### config.mk
export PLATFORM = sky130hd
export DESIGN_NAME = half_adder_flat
export DESIGN_NICKNAME = d
export VERILOG_FILES = /design/src/rtl/half_adder_pkg.sv /design/src/rtl/half_adder_if.sv /design/src/rtl/half_adder_ha_cell.sv /design/src/rtl/half_adder.sv /design/src/flat_wrapper.sv
export SDC_FILE = /design/constraint.sdc
export NUM_CORES = 1
export LEC_CHECK = 0
export ABC_AREA = 1
export CORE_AREA = 5 5 42 44
export DETAILED_ROUTE_END_ITERATION = 10
export DIE_AREA = 0 0 47 49
export HOLD_SLACK_MARGIN = 0.03
export PLACE_DENSITY = 0.33
export SYNTH_ARGS = -nofsm -noshare
export SYNTH_HDL_FRONTEND = slang
export SYNTH_SLANG_ARGS = --single-unit
export TNS_END_PERCENT = 20
### constraint.sdc
create_clock -name clk -period 1.2 [get_ports clk]
set_clock_uncertainty 0.2 [all_clocks]
set_input_delay 0.24 -clock clk [delete_from_list [all_inputs] [get_ports clk]]
set_output_delay 0.24 -clock clk [all_outputs]
set_load 0.02 [all_outputs]
### src/rtl/half_adder_pkg.sv
// half_adder_pkg: shared constants and types for the registered half adder.
//   HA_WIDTH_DEFAULT : default lane count
//   HA_CNT_W_DEFAULT : default width of the optional carry-event counter
//   HA_MAX_WIDTH     : largest supported lane count
//   ha_result_t      : sum/carry pair, sized for the widest configuration;
//                      narrower users occupy the low WIDTH bits.
package half_adder_pkg;

  localparam int HA_WIDTH_DEFAULT = 1;
  localparam int HA_CNT_W_DEFAULT = 16;
  localparam int HA_MAX_WIDTH     = 64;

  typedef struct packed {
    logic [HA_MAX_WIDTH-1:0] sum;
    logic [HA_MAX_WIDTH-1:0] carry;
  } ha_result_t;

endpackage

### src/rtl/half_adder_if.sv
// half_adder_if: operand/result bundle for half_adder.
//   in_valid, x, y   : operand side (driven by the master)
//   out_valid, s, c  : registered result side (driven by the slave)
//   carry_cnt        : carry-event count, only when HALF_ADDER_CARRY_CNT_EN
//                      is defined (CNT_W exists only in that build)
interface half_adder_if
  import half_adder_pkg::*;
#(
  parameter int WIDTH = HA_WIDTH_DEFAULT
`ifdef HALF_ADDER_CARRY_CNT_EN
  ,
  parameter int CNT_W = HA_CNT_W_DEFAULT
`endif
);

  logic             in_valid;
  logic [WIDTH-1:0] x;
  logic [WIDTH-1:0] y;
  logic             out_valid;
  logic [WIDTH-1:0] s;
  logic [WIDTH-1:0] c;
`ifdef HALF_ADDER_CARRY_CNT_EN
  logic [CNT_W-1:0] carry_cnt;

  modport master (output in_valid, x, y, input out_valid, s, c, carry_cnt);
  modport slave  (input in_valid, x, y, output out_valid, s, c, carry_cnt);
`else
  modport master (output in_valid, x, y, input out_valid, s, c);
  modport slave  (input in_valid, x, y, output out_valid, s, c);
`endif

endinterface

### src/rtl/half_adder_ha_cell.sv
// ha_cell: combinational 1-bit half adder.
//   a, b  : operand bits
//   sum   : a XOR b
//   carry : a AND b
module ha_cell (
  input  logic a,
  input  logic b,
  output logic sum,
  output logic carry
);

  assign sum   = a ^ b;
  assign carry = a & b;

endmodule

### src/rtl/half_adder.sv
// half_adder: registered, lane-parallel half adder (WIDTH independent lanes).
//   clk, rst : rising-edge clock, asynchronous active-high reset
//   bus      : half_adder_if slave; x/y qualified by in_valid are captured as
//              s = x ^ y, c = x & y one cycle later with out_valid high.
//              With in_valid low, s/c hold and out_valid drops.
// Optional feature, macro HALF_ADDER_CARRY_CNT_EN: adds CNT_W and a
// saturating counter bus.carry_cnt of accepted inputs in which at least one
// lane produced a carry.
module half_adder
  import half_adder_pkg::*;
#(
  parameter int WIDTH = HA_WIDTH_DEFAULT
`ifdef HALF_ADDER_CARRY_CNT_EN
  ,
  parameter int CNT_W = HA_CNT_W_DEFAULT
`endif
) (
  input  logic         clk,
  input  logic         rst,
  half_adder_if.slave  bus
);

  logic [WIDTH-1:0] sum_w;
  logic [WIDTH-1:0] carry_w;

  for (genvar i = 0; i < WIDTH; i++) begin : g_lane
    ha_cell u_cell (
      .a     (bus.x[i]),
      .b     (bus.y[i]),
      .sum   (sum_w[i]),
      .carry (carry_w[i])
    );
  end

  logic [WIDTH-1:0] s_d, s_q;
  logic [WIDTH-1:0] c_d, c_q;
  logic             out_valid_d, out_valid_q;

  // The hold path is selected whenever in_valid is low, so unknown operands
  // on idle cycles never reach the registers.
  always_comb begin
    s_d         = s_q;
    c_d         = c_q;
    out_valid_d = bus.in_valid;
    if (bus.in_valid) begin
      s_d = sum_w;
      c_d = carry_w;
    end
  end

  always_ff @(posedge clk or posedge rst) begin
    if (rst) begin
      s_q         <= '0;
      c_q         <= '0;
      out_valid_q <= 1'b0;
    end else begin
      s_q         <= s_d;
      c_q         <= c_d;
      out_valid_q <= out_valid_d;
    end
  end

  assign bus.s         = s_q;
  assign bus.c         = c_q;
  assign bus.out_valid = out_valid_q;

`ifdef HALF_ADDER_CARRY_CNT_EN
  logic [CNT_W-1:0] carry_cnt_d, carry_cnt_q;

  // Saturating: stops at all-ones instead of wrapping.
  always_comb begin
    carry_cnt_d = carry_cnt_q;
    if (bus.in_valid && (|carry_w) && (carry_cnt_q != {CNT_W{1'b1}})) begin
      carry_cnt_d = carry_cnt_q + CNT_W'(1);
    end
  end

  always_ff @(posedge clk or posedge rst) begin
    if (rst) begin
      carry_cnt_q <= '0;
    end else begin
      carry_cnt_q <= carry_cnt_d;
    end
  end

  assign bus.carry_cnt = carry_cnt_q;
`endif

endmodule

### src/flat_wrapper.sv
// flat-port wrapper written by rule: the top's interface ports become plain ports
module half_adder_flat import half_adder_pkg::*;
#(
  parameter int WIDTH = HA_WIDTH_DEFAULT

)
  (clk, rst, bus_in_valid, bus_x, bus_y, bus_out_valid, bus_s, bus_c);
  half_adder_if #(.WIDTH(WIDTH)) bus_i ();
  input  logic clk;
  input  logic rst;
  input wire logic [$bits(bus_i.in_valid)-1:0] bus_in_valid;
  input wire logic [$bits(bus_i.x)-1:0] bus_x;
  input wire logic [$bits(bus_i.y)-1:0] bus_y;
  output wire logic [$bits(bus_i.out_valid)-1:0] bus_out_valid;
  output wire logic [$bits(bus_i.s)-1:0] bus_s;
  output wire logic [$bits(bus_i.c)-1:0] bus_c;
  assign bus_i.in_valid = bus_in_valid;
  assign bus_i.x = bus_x;
  assign bus_i.y = bus_y;
  assign bus_out_valid = bus_i.out_valid;
  assign bus_s = bus_i.s;
  assign bus_c = bus_i.c;
  half_adder #(.WIDTH(WIDTH)) u_core (.clk(clk), .rst(rst), .bus(bus_i));
endmodule
==> metrics.yaml <==
worst_setup_path:
  worstSetupStartpoint: "u_core.bus.c"
  cp-start-kind: "flop"
  reg2reg_depth: 3
  cp.depth: 1
  rr_startpoint: "u_core.bus.c"
  cp_slowest_stage_delay_ps: 380
  worstPathRequired_ps: 760
  worst-path-buf-inv: 1
  worstPathCellList: "buf_6"
  crit_fanout: 2
  endpoint_kind: "primary output"
  crit_arrival_ps: 750
  critPathKind: "reg2out"
  crit_path_top_delay_cell: "dfrtp_1"
  path_delay_family: "flip-flops"
sta:
  tightestPinTransition_ps: 123
  post-route-period-util_pct: 99.4
  setup-violations-final: 0
  slew_violations: 0
  max_slew_margin_pct: 91.8
  finalCriticalPeriod_ps: 1190
  grt_setup_unrepaired: "true"
  hold_viol: 0
  max_freq_ghz: 0.838
clock_network:
  cts_sinks: 3
  numCtsBuffers: 3
  cts_tree: "built"
  clk_path_buf_depth: 2
  path_clk_slew_ps: 40
  insertion_delay_ps: 230
  htreeDepth: 1
  clockRootBuffer: "clkbuf_4"
grt:
  grt_antenna_before_repair: 0
  grt_usage_pct: 3.95
  overflow: 0
  grt_max_degree: 5
  grt_pass1_wl_um: 503
  grt_pass1_vias: 135
detailed_routing:
  drt_iter0_drc: 0
  vias_per_cell: 2.83
  vias: 119
  wl_met1_um: 148
  wl_per_cell_um: 7.93
  route.met2.wl_um: 106
  wl_um: 333
  route.detailed.drc: 0
  firstDrtPassIters: 1
  top_layer: "met4"
  ant_nets: 0
  met3RoutedLength_um: 60
synth:
  synth_nets: 18
  mappedNetlistArea_um2: 118
  ys_seq_area_share_pct: 63.8
  syn_inst: 12
  ys_types: 4
  ys_warn_count: 0
  ys_ff_latch: 3
  syn_avg_cell_area_um2: 9.80
pwr:
  switching_share_pct: 23.8
  p_clk_share_pct: 49.7
  ir_drop_uv: 225
  comb_power_share_pct: 18.2
  p_leak_nw: 0.143
  switchingPower_mw: 0.0855
  seq_power_share_pct: 32.1
  powerDensity_nw_per_um2: 1390
  power_mw: 0.359
  p_int_mw: 0.274
die:
  core_area_um2: 1400
  row_count: 14
  die_y_um: 49
  dieArea_um2: 2300
  die_x_um: 47
  initial_core_util_pct: 8.39
  num_io_pins: 8
layout:
  fin_nets: 33
  num_antenna_cells: 0
  final_common_cell: "nand2_1"
  final_cell_mix: "6 x nand2_1, 3 x clkbuf_4, 3 x clkdlybuf4s50_1, 3 x dfrtp_1"
  finish.utilization_pct: 18.5
  final_layout_size_suffix_gt1_share_pct: 30.8
  area.growth.synth_to_final_pct: 120
worst_hold_path:
  hold_path_class: "in2reg"
  whs_path_depth: 4
  hold_start: "bus_y"
run:
  maxCapViolations: 0
status:
  outcome: "finished, final reports clean"
place:
  port_buffers: 7
  gp_congestion: 0.735
==> routing by layer <==
metal / vias to the layer above / global-route usage, %
met5: - / 0
met4: 0 / 6.91
met3: 2 / 3.32
met2: 10 / 3.17
met1: 45 / 3.97
li1: 62 / -
==> logic make-up after synthesis <==
family | Yosys count | share of synthesized area (%)
adder cells (fa/ha/maj) | 1 | 10.6
buffers and inverters | 2 | 6.39
flip-flops | 3 | 63.8
AND/OR/NAND/NOR | 6 | 19.1
==> Yosys cell counts <==
master,instances,area (µm²)
dfrtp_1,3,75.1
ha_1,1,12.5
inv_1,2,7.51
nand2_1,6,22.5
==> metrics by stage <==
| step | hold slack, ps | setup WS (ps) | std cells | cell area [µm²] | setup TNS (ps) |
|---|---|---|---|---|---|
| floorplan | -206 | 280 | 12 | 118 | 0 |
| global placement | 217 | -197 | 35 | 208 | -753 |
| detailed placement | 216 | -200 | 35 | 208 | -785 |
| CTS | 278 | -18.7 | 40 | 229 | -36.3 |
| global route | 226 | -12.1 | 42 | 259 | -22.4 |
| finish | 191 | 7.20 | 42 | 259 | 0 |
==> layout make-up <==
| type | instances | area [µm²] |
|---|---|---|
| clock buffer | 4 | 26.3 |
| multi-input combinational | 7 | 35.0 |
| timing repair buffer | 10 | 95.1 |
| fill | 165 | 1140 |
| tap | 16 | 20.0 |
| sequential | 3 | 75.1 |
| inverter | 2 | 7.51 |
==> path summary, 6_finish.rpt <==
path	slack (ps)	to
max in group asynchronous	140	u_core.bus.out_valid
max	7	bus_c
max reg2reg	280	u_core.bus.c
min in group asynchronous	530	u_core.bus.s
min	190	u_core.bus.s
min reg2reg	390	u_core.bus.s
==> flip-flops by register name (all words and copies together), names as in the netlist <==
name,cells
u_core.bus.c,1
u_core.bus.out_valid,1
u_core.bus.s,1
==> power groups by stage <==
stage               combinational, mW  clock [mW]  sequential, mW
floorplan                      0.0103           0           0.126
global placement               0.0550           0           0.115
detailed placement             0.0546           0           0.116
CTS                            0.0494       0.190           0.114
global route                   0.0729       0.193           0.116
finish                         0.0655       0.178           0.115
==> repair_timing <==
item	in CTS	in global routing
buffers inserted	0	2
resized for setup	12	5
endpoints found under the setup margin	3	4
endpoints found under the hold margin	3	0
hold buffers	1	0
Power figures use the tool's default switching activity.
